==> config.mk <==
export PLATFORM = sky130hd
export DESIGN_NAME = fp_custom_dispatch
export DESIGN_NICKNAME = d
export VERILOG_FILES = /design/src/rtl/fp_ci_pkg.sv /design/src/rtl/fp_op_bank.sv /design/src/rtl/fp_custom_dispatch.sv
export SDC_FILE = /design/constraint.sdc
export NUM_CORES = 2
export LEC_CHECK = 0
export ABC_AREA = 1
export BUFFER_PORTS_ARGS = -buffer_cell sky130_fd_sc_hd__buf_2
export CAP_MARGIN = 40
export CORE_MARGIN = 8
export CORE_UTILIZATION = 45
export DETAILED_ROUTE_END_ITERATION = 16
export GPL_TIMING_DRIVEN = 0
export PLACE_DENSITY = 0.63
export SLEW_MARGIN = 20
export SYNTH_ARGS = -nofsm -noshare
export SYNTH_HDL_FRONTEND = slang
export SYNTH_HIERARCHICAL = 1
export SYNTH_SLANG_ARGS = --single-unit
export TNS_END_PERCENT = 1
==> constraint.sdc <==
create_clock -name clock -period 55.7 [get_ports clock]
set_input_delay 2.785 -clock clock [delete_from_list [all_inputs] [get_ports clock]]
set_output_delay 2.785 -clock clock [all_outputs]
set_load 0.02 [all_outputs]
==> src/rtl/fp_ci_pkg.sv <==
// Shared definitions for the FP custom-instruction dispatcher: opcodes, FSM
// encoding and per-opcode core latency.
package fp_ci_pkg;

  localparam logic [7:0] OP_SUB  = 8'd0;
  localparam logic [7:0] OP_MULT = 8'd1;
  localparam logic [7:0] OP_ADD  = 8'd2;
  localparam logic [7:0] OP_NEG  = 8'd3;

  localparam logic [31:0] FP_QNAN = 32'h7FC0_0000;

  typedef enum logic [1:0] {
    ST_IDLE = 2'd0,
    ST_RUN  = 2'd1,
    ST_CMPL = 2'd2
  } ci_state_e;

  function automatic int unsigned lat_of(input logic [7:0] op,
                                         input int unsigned sub_lat,
                                         input int unsigned mult_lat);
    case (op)
      OP_SUB, OP_ADD: return sub_lat;
      OP_MULT:        return mult_lat;
      default:        return 0;
    endcase
  endfunction

  function automatic logic is_legal(input logic [7:0] op);
    return op <= OP_NEG;
  endfunction

endpackage

==> src/rtl/fp_op_bank.sv <==
// Add/sub and multiply cores fed from the latched operands, each modelled as a
// combinational IEEE-754 single datapath followed by a fixed-depth pipeline.
module fp_op_bank
  import fp_ci_pkg::*;
#(
  parameter int unsigned DATA_W   = 32,
  parameter int unsigned N_W      = 8,
  parameter int unsigned SUB_LAT  = 7,
  parameter int unsigned MULT_LAT = 5
) (
  input  logic              clock,
  input  logic              aclr_i,
  input  logic              clk_en_i,
  input  logic [N_W-1:0]    n_i,
  input  logic [DATA_W-1:0] a_i,
  input  logic [DATA_W-1:0] b_i,
  output logic [DATA_W-1:0] res_o
);

  function automatic logic [5:0] clz50(input logic [49:0] v);
    logic [5:0] c;
    logic       found;
    c     = 6'd0;
    found = 1'b0;
    for (int i = 49; i >= 0; i--) begin
      if (!found) begin
        if (v[i]) found = 1'b1;
        else      c = c + 6'd1;
      end
    end
    return c;
  endfunction

  // Round-to-nearest-even on a normalised 24-bit mantissa; underflow flushes to zero.
  function automatic logic [31:0] fp_pack(input logic sgn, input int e_in,
                                          input logic [23:0] m, input logic g,
                                          input logic st);
    logic [24:0] mr;
    int          e;
    mr = {1'b0, m};
    e  = e_in;
    if (g && (st || m[0])) mr = mr + 25'd1;
    if (mr[24]) begin
      mr = mr >> 1;
      e  = e + 1;
    end
    if (e <= 0)   return {sgn, 31'b0};
    if (e >= 255) return {sgn, 8'hFF, 23'b0};
    return {sgn, e[7:0], mr[22:0]};
  endfunction

  function automatic logic [31:0] fp_add(input logic [31:0] x, input logic [31:0] y);
    logic [31:0] big, sml;
    logic [7:0]  d8;
    logic [23:0] mb, ms;
    logic [49:0] lw, sw, sh, nrm;
    logic [50:0] s;
    logic        sticky;
    int          e;
    if (x[30:23] == 8'hFF || y[30:23] == 8'hFF) return FP_QNAN;
    if (x[30:0] >= y[30:0]) begin
      big = x; sml = y;
    end else begin
      big = y; sml = x;
    end
    mb = (big[30:23] == 8'd0) ? 24'd0 : {1'b1, big[22:0]};
    ms = (sml[30:23] == 8'd0) ? 24'd0 : {1'b1, sml[22:0]};
    d8 = big[30:23] - sml[30:23];
    lw = {mb, 26'b0};
    sw = {ms, 26'b0};
    if (d8 >= 8'd50) begin
      sh     = 50'd0;
      sticky = |ms;
    end else begin
      sh     = sw >> d8;
      sticky = ((sh << d8) != sw);
    end
    sh[0] = sh[0] | sticky;
    if (big[31] ^ sml[31]) s = {1'b0, lw} - {1'b0, sh};
    else                   s = {1'b0, lw} + {1'b0, sh};
    if (s == 51'd0) return {big[31] & sml[31], 31'b0};
    e = int'(big[30:23]);
    if (s[50]) begin
      nrm = s[50:1] | {49'b0, s[0]};
      e   = e + 1;
    end else begin
      nrm = s[49:0] << clz50(s[49:0]);
      e   = e - int'(clz50(s[49:0]));
    end
    return fp_pack(big[31], e, nrm[49:26], nrm[25], |nrm[24:0]);
  endfunction

  function automatic logic [31:0] fp_mul(input logic [31:0] x, input logic [31:0] y);
    logic        sgn;
    logic [47:0] p;
    int          e;
    if (x[30:23] == 8'hFF || y[30:23] == 8'hFF) return FP_QNAN;
    sgn = x[31] ^ y[31];
    if (x[30:23] == 8'd0 || y[30:23] == 8'd0) return {sgn, 31'b0};
    p = {24'b0, 1'b1, x[22:0]} * {24'b0, 1'b1, y[22:0]};
    e = int'(x[30:23]) + int'(y[30:23]) - 127;
    if (p[47]) return fp_pack(sgn, e + 1, p[47:24], p[23], |p[22:0]);
    return fp_pack(sgn, e, p[46:23], p[22], |p[21:0]);
  endfunction

  // The add/sub core always subtracts; ADD reaches it with datab's sign flipped.
  logic [DATA_W-1:0] core_b;
  logic [DATA_W-1:0] sub_in, mult_in;

  assign core_b  = (n_i == OP_ADD) ? {~b_i[31], b_i[30:0]} : b_i;
  assign sub_in  = fp_add(a_i, {~core_b[31], core_b[30:0]});
  assign mult_in = fp_mul(a_i, b_i);

  logic [DATA_W-1:0] sub_pipe_q  [SUB_LAT];
  logic [DATA_W-1:0] mult_pipe_q [MULT_LAT];

  always_ff @(posedge clock or posedge aclr_i) begin
    if (aclr_i) begin
      for (int i = 0; i < SUB_LAT; i++)  sub_pipe_q[i]  <= '0;
      for (int i = 0; i < MULT_LAT; i++) mult_pipe_q[i] <= '0;
    end else if (clk_en_i) begin
      sub_pipe_q[0]  <= sub_in;
      mult_pipe_q[0] <= mult_in;
      for (int i = 1; i < SUB_LAT; i++)  sub_pipe_q[i]  <= sub_pipe_q[i-1];
      for (int i = 1; i < MULT_LAT; i++) mult_pipe_q[i] <= mult_pipe_q[i-1];
    end
  end

  always_comb begin
    res_o = '0;
    case (n_i)
      OP_SUB, OP_ADD: res_o = sub_pipe_q[SUB_LAT-1];
      OP_MULT:        res_o = mult_pipe_q[MULT_LAT-1];
      OP_NEG:         res_o = {~a_i[31], a_i[30:0]};
      default:        res_o = '0;
    endcase
  end

endmodule

==> src/rtl/fp_custom_dispatch.sv <==
// Multi-cycle FP custom-instruction unit: latches operands on start, counts the
// selected core's latency, then registers the result and pulses done.
module fp_custom_dispatch
  import fp_ci_pkg::*;
#(
  parameter int unsigned DATA_W   = 32,
  parameter int unsigned N_W      = 8,
  parameter int unsigned SUB_LAT  = 7,
  parameter int unsigned MULT_LAT = 5,
  parameter int unsigned CNT_W    = 4
) (
  input  logic              clock,
  input  logic              aclr_n,
  input  logic              clk_en,
  input  logic              start,
  input  logic [N_W-1:0]    n,
  input  logic [DATA_W-1:0] dataa,
  input  logic [DATA_W-1:0] datab,
  output logic [DATA_W-1:0] result,
  output logic              done,
  output logic              busy,
  output logic              illegal,
  output logic [1:0]        dbg_state_o
);

  // Handshake: start/n/dataa/datab are taken on an enabled edge only while idle
  // or in the completion cycle; done is high for exactly one enabled cycle.
  ci_state_e         state_q, state_d;
  logic [CNT_W-1:0]  cnt_q, cnt_d;
  logic [N_W-1:0]    n_q, n_d;
  logic [DATA_W-1:0] a_q, a_d, b_q, b_d;
  logic [DATA_W-1:0] result_q, result_d;
  logic              done_q, done_d;
  logic              illegal_q, illegal_d;
  logic [DATA_W-1:0] bank_res;
  logic              core_aclr;
  logic              accept;

  assign core_aclr = ~aclr_n;

  fp_op_bank #(
    .DATA_W   (DATA_W),
    .N_W      (N_W),
    .SUB_LAT  (SUB_LAT),
    .MULT_LAT (MULT_LAT)
  ) u_bank (
    .clock    (clock),
    .aclr_i   (core_aclr),
    .clk_en_i (clk_en),
    .n_i      (n_q),
    .a_i      (a_q),
    .b_i      (b_q),
    .res_o    (bank_res)
  );

  assign accept = start && (state_q == ST_IDLE || state_q == ST_CMPL);

  always_comb begin
    state_d   = state_q;
    cnt_d     = cnt_q;
    n_d       = n_q;
    a_d       = a_q;
    b_d       = b_q;
    result_d  = result_q;
    illegal_d = illegal_q;
    done_d    = 1'b0;
    case (state_q)
      ST_IDLE: ;
      ST_RUN: begin
        if (cnt_q == '0) state_d = ST_CMPL;
        else             cnt_d   = cnt_q - CNT_W'(1);
      end
      ST_CMPL: begin
        result_d  = bank_res;
        illegal_d = !is_legal(n_q);
        done_d    = 1'b1;
        state_d   = ST_IDLE;
      end
      default: state_d = ST_IDLE;
    endcase
    // A new op accepted in the completion cycle overrides the return to idle.
    if (accept) begin
      n_d     = n;
      a_d     = dataa;
      b_d     = datab;
      cnt_d   = CNT_W'(lat_of(n, SUB_LAT, MULT_LAT));
      state_d = ST_RUN;
    end
  end

  always_ff @(posedge clock or negedge aclr_n) begin
    if (!aclr_n) begin
      state_q   <= ST_IDLE;
      cnt_q     <= '0;
      n_q       <= '0;
      a_q       <= '0;
      b_q       <= '0;
      result_q  <= '0;
      done_q    <= 1'b0;
      illegal_q <= 1'b0;
    end else if (clk_en) begin
      state_q   <= state_d;
      cnt_q     <= cnt_d;
      n_q       <= n_d;
      a_q       <= a_d;
      b_q       <= b_d;
      result_q  <= result_d;
      done_q    <= done_d;
      illegal_q <= illegal_d;
    end
  end

  assign result      = result_q;
  assign done        = done_q;
  assign illegal     = illegal_q;
  assign busy        = (state_q != ST_IDLE);
  assign dbg_state_o = state_q;

endmodule

=== Word-level counts from Yosys, hierarchy flattened ===
Cells that the tools add are included.
Widths: inputs -> output; s select.

* Register bits after elaboration: 496

* $add $sub $neg: 63
* $mul: 1
* Order comparisons: 9
* Equal/unequal tests: 14
* Shifts and indexed selects: 3
* Multiplexer cells: 602
* Bitwise gates (word level): 8
* Reductions and logical operators: 33

{| class="wikitable"
|+ Operators by type and width
! cell !! number
|-
| $mux 6 || 248
|-
| $mux 32 || 41
|-
| $add 6x1->6 const B || 49
|-
| $mux 1 || 282
|-
| $mux 25 || 11
|-
| $mux 50 || 5
|-
| $mux 51 || 2
|-
| $add 32x2->32 const B || 3
|-
| $ge 32x9->1 const B || 3
|-
| $le 32x1->1 const B || 3
|-
| $pmux 32 s3 || 1
|-
| $add 24x1->25 const B || 3
|-
| $mux 23 || 3
|-
| $add 50x50->51 || 1
|-
| $logic_not 51->1 || 1
|-
| $sub 50x50->51 || 1
|-
| $ne 50x50->1 || 1
|-
| $or 50x1->50 || 1
|-
| $shl 50x6->50 || 1
|-
| $shl 50x8->50 || 1
|-
| $shr 50x8->50 || 1
|-
| $logic_not 8->1 || 6
|-
| $mul 24x24->48 || 1
|-
| $mux 24 || 2
|-
| other kinds (37) || 62
|}

=== Logic depth before layout (Yosys ltp) ===
* Depth after elaboration: 340
* Mapped depth: 265
* Gate-level depth less buffers: 259

=== By module ===
Netlist, hierarchy kept.

{| class="wikitable"
|+ By module, submodules not included
! module !! instances !! cells an instance !! area each (µm²) !! sequential area each (µm²)
|-
| fp_op_bank || 1 || 8771 || 60922.2 || 9609.2
|-
| fp_custom_dispatch || 1 || 456 || 4643.2 || 2802.7
|}

=== Worst setup path after synthesis ===
No wires, ideal clock.

* Path kind: register -> register
* From: register b_q[22]
* To: register u_bank/sub_pipe_q[197] (netlist bit)
* Setup time: 65 ps
* Arrival time: 33434 ps
* Slack: 22202 ps
* Stages on the path, launching flop included: 256
* Path buffers: 8
* Period minus slack after synthesis: 33498 ps
* Cell sequence: dfrtp_1 -> clkbuf_1 -> clkbuf_1 -> inv_1 -> ha_1 -> nand2_1 -> nor2_1 -> nand2_1 -> nor2_4 -> nand2_1 -> nand2_1 -> nor2_4 -> nand2_4 -> buf_8 -> buf_12 -> nand2_4 -> nand2_4 -> nand2_4 -> [... 220 more ...] -> a21oi_1 -> nand3_1 -> o41ai_1 -> xor2_1 -> nor3_1 -> inv_1 -> nor2_1 -> nand2_1 -> ha_1 -> nand4_1 -> or3b_2 -> o21ai_0 -> nand4_1 -> o21bai_4 -> nor2_8 -> buf_8 -> nand3_1 -> nand2_1

* Word-level cells in the longest chain between the ends: 335
* Elaborated cells between the ends (all ways): 608

{| class="wikitable"
|+ RTL lines
! item !! RTL line !! text
|-
| start, declared || fp_custom_dispatch.sv:31 || <nowiki>logic [DATA_W-1:0] a_q, a_d, b_q, b_d;</nowiki>
|-
| start signal, assigned || fp_custom_dispatch.sv:97 || <nowiki>b_q <= '0;</nowiki>
|-
| start signal, assigned || fp_custom_dispatch.sv:106 || <nowiki>b_q <= b_d;</nowiki>
|-
| $mux 32 * || fp_op_bank.sv:110 || <nowiki>assign core_b = (n_i == OP_ADD) ? {~b_i[31], b_i[30:0]} : b_i;</nowiki>
|-
| branches (longest 332 deep; another with $add 50x50->51) || n/a ||
|-
| $mux 32 * || fp_op_bank.sv:82 || <nowiki>e = int'(big[30:23]);</nowiki>
|-
| $mux 32 * || fp_op_bank.sv:61 || <nowiki>if (x[30:0] >= y[30:0]) begin</nowiki>
|-
| end, declared || fp_op_bank.sv:114 || <nowiki>logic [DATA_W-1:0] sub_pipe_q [SUB_LAT];</nowiki>
|}

Mark *: on every way between the ends. The select of a mux whose other input is x is not followed.
A chain may end at the register's enable or synchronous reset.

=== Worst setup path in the final report ===
* From: register b_q[8]
* To: register u_bank/sub_pipe_q[197] (netlist bit)

The elaborated chain is that of the path after synthesis.

==> flow_metrics.py <==
metrics = {
    "run_status": {
        "run_status": "finished, final reports clean",
    },
    "floorplanning": {
        "pin_count": 113,
        "initial_utilization_pct": 45.2,
        "fp.dieH_um": 398,
        "core-area_um2": 145000,
        "die_x_um": 398,
        "die_area_um2": 158000,
        "rows": 140,
    },
    "final_layout": {
        "area_growth_pct": 7.77,
        "multi_input_area_um2": 43500,
        "fillers": 14700,
        "drive_gt1_share_pct": 11.7,
        "layout.nets": 10400,
        "final_cell_area_um2": 70700,
        "ff_latch_area_um2": 12400,
    },
    "min_path": {
        "worstHoldPathCells": 2,
        "hold_path_end": "u_bank/sub_pipe_q[113]",
        "min-delay-start": "u_bank/sub_pipe_q[113]",
        "hold_class": "reg2reg",
    },
    "setup_path": {
        "r2r_cells": 253,
        "cp_slowest_stage_delay_ns": 0.76,
        "crit-reg2reg-launch": "b_q[8]",
        "cp.arrival_ns": 40.68,
        "crit_required_ns": 56.23,
        "cp-end-kind": "register",
        "cp-start-kind": "register",
        "worst-setup-path-type": "reg2reg",
        "cp_slowest_cell": "clkbuf_1",
        "r2r-end": "u_bank/sub_pipe_q[197]",
        "path_max_fanout": 10,
        "crit_top_cell": "nand2_1",
        "r2r_slack_ns": 15.55,
    },
    "logic_synthesis": {
        "syn_area_um2": 65600,
        "async_flop_share_pct": 100,
        "synth.avg_cell_area_um2": 7.11,
        "syn_nets": 10200,
        "yosysWarnings": 6,
        "ys_top_cells_by_count": "nand2_1 (2,404), inv_1 (1,605), nand3_1 (786)",
        "synth_ff_type": "dfrtp_1",
        "ys_types": 101,
        "ys_seq_elements": 496,
        "postSynthCellCount": 9227,
        "synth.top_cells.by_area": "dfrtp_1 (19%), fa_1 (15%), nand2_1 (14%)",
        "ys_seq_area_share_pct": 18.9,
        "synth-edff-count": 0,
        "synth_top_area_share_pct": 18.9,
        "yosysMostFrequentCell": "nand2_1",
        "yosys.area.top_type": "dfrtp_1",
    },
    "clock_tree": {
        "htreeDepth": 2,
        "cts-resized-gates": 0,
        "cts_inserted_buffers": 49,
        "cts_tree": "done",
        "cts_root_buf": "clkbuf_16",
        "clk_pin_slew_worst_paths_ns": 0.07,
        "cts.sinks": 496,
        "postCtsHoldBufs": 0,
        "clockBufferDepth": 3,
        "post-cts-setup-buffers": 0,
        "clkLatencyLatePin_ns": 0.62,
    },
    "global_routing": {
        "grt_util_all_layers_pct": 31.4,
        "grt_pass1_wl_um": 381000,
        "antenna_found_initial": 17,
        "grt_pass1_vias": 61200,
        "grt_overflow": 0,
        "grt_max_degree": 110,
    },
    "routing": {
        "via_count": 62700,
        "drtIter0Drc": 6422,
        "drt-wirelength-per-cell_um": 22.4,
        "drc_errors": 0,
        "viasPerCell": 5.51,
        "drt_first_pass_iters": 8,
        "routed_wl_um": 255000,
        "drtAntennaViolNets": 0,
    },
    "sta": {
        "slew_viol_final": 0,
        "final.setup.tns_ns": 0,
        "setup_violations": 0,
        "relSlewSlack_pct": 34.0,
        "rsz0062_at_grt": "false",
        "worst_clock_skew_ns": 0.0370,
        "period_needed_ns": 40.15,
        "clock.fmax_mhz": 24.9,
        "hold_violations": 0,
        "fin_crit_sh_pct": 72.1,
        "worst_slew_pin_slew_ns": 0.977,
    },
    "placed_design": {
        "place_congestion": 1.02,
        "post-dp-hpwl_um": 212000,
        "postPlaceCellArea_um2": 68800,
        "port_buffers": 112,
    },
    "flow_run": {
        "max_cap_violations": 0,
    },
}
state kept, by name, indices dropped and copies added, names as in the netlist:
signal              cells
b_q                    32
illegal                 1
result                 32
cnt_q                   4
u_bank/sub_pipe_q     224
u_bank/mult_pipe_q    160
a_q                    32
done                    1
n_q                     8
dbg_state_o             2
critical path, delay by kind of cell, from the launching register on:
family	cells	cell delay (ns)
AO/OA/AOI/OAI	26	4.51
XOR/XNOR	3	1.16
adder cells (fa/ha/maj)	48	13.68
buffers and inverters	53	5.71
flip-flops	1	0.40
multiplexers	1	0.13
AND/OR/NAND/NOR	122	14.33
cells by family (layout without fill, tap and decap cells):
kind of cell	count (synthesis)	count (layout)	share of synthesized area (%)
adders and majority gates	850	850	21.8
buffers and inverters	2132	2362	14.8
other	0	12	0
AOI/OAI and AO/OA	1112	1112	9.84
DFF	496	496	18.9
xor gates and xnor gates	219	219	3.02
and+or+nand+nor	4384	4384	30.9
muxes	34	34	0.735
per-stage QoR:
step / std cells / utilization, % / worst slack, ns / hold WS, ns
after detailed placement: 11300 / 47.4 / 16.19 / 0.460
final: 11400 / 48.7 / 15.55 / 0.476
after global placement: 11300 / 47.2 / 16.55 / 0.459
after floorplan: 9227 / - / 22.20 / 0.442
after global routing: 11400 / 48.6 / 12.38 / 0.492
after CTS: 11400 / 48.5 / 15.97 / 0.475
area by class of cell:
| type | instances | area share [%] |
|---|---|---|
| diodes | 12 | 0.0425 |
| plain buffers | 414 | 4.44 |
| clock buffers | 65 | 2.00 |
| clock inverters | 16 | 0.358 |
| inverters | 1718 | 9.27 |
| multi-input cells | 6599 | 61.5 |
| flip-flops and latches | 496 | 17.6 |
| well taps | 1917 | 3.39 |
| repair buffers | 149 | 1.39 |
layout by cell type (no fill, tap or decap), types with 21 or more instances in the layout:
master,count
buf_2,129
o221ai_1,27
dfrtp_1,496
a21oi_1,197
xnor2_1,52
buf_4,37
nor4_1,39
xor2_1,160
fa_1,485
inv_1,1604
o21ai_2,25
nand4_1,82
buf_8,22
a21oi_2,23
ha_1,365
clkbuf_1,224
inv_4,21
nor2_2,47
clkbuf_16,49
nand2_2,188
nand2_1,2404
inv_2,72
mux2_4,27
nand3_1,786
nor3_1,80
buf_6,42
o22ai_1,21
o21ai_0,552
nor2_4,50
nand2_4,35
nand3_2,101
a211oi_1,25
nor2_1,487
clkbuf_8,91
a31oi_1,28
o21ai_1,75
how the worst max path moves through the flow:
stage          startpoint                endpoint  depth (start not counted)
2_1_floorplan     b_q[22]  u_bank/sub_pipe_q[197]                        255
3_3_place_gp       b_q[8]  u_bank/sub_pipe_q[197]                        253
3_5_place_dp       b_q[3]  u_bank/sub_pipe_q[197]                        253
4_1_cts            b_q[3]  u_bank/sub_pipe_q[197]                        253
5_1_grt            b_q[8]  u_bank/sub_pipe_q[197]                        253
6_report           b_q[8]  u_bank/sub_pipe_q[197]                        253
per-layer routing:
metal	wire (um)	vias to the layer above	GRT usage (%)
li1	-	29200	-
met4	10900	10	11.5
met1	111000	30300	43.8
met3	23100	521	6.70
met2	109000	2657	47.9
met5	69	-	0
Power is not shown: default switching activity piles up to over one toggle a cycle in this logic, so the estimate is an artifact.
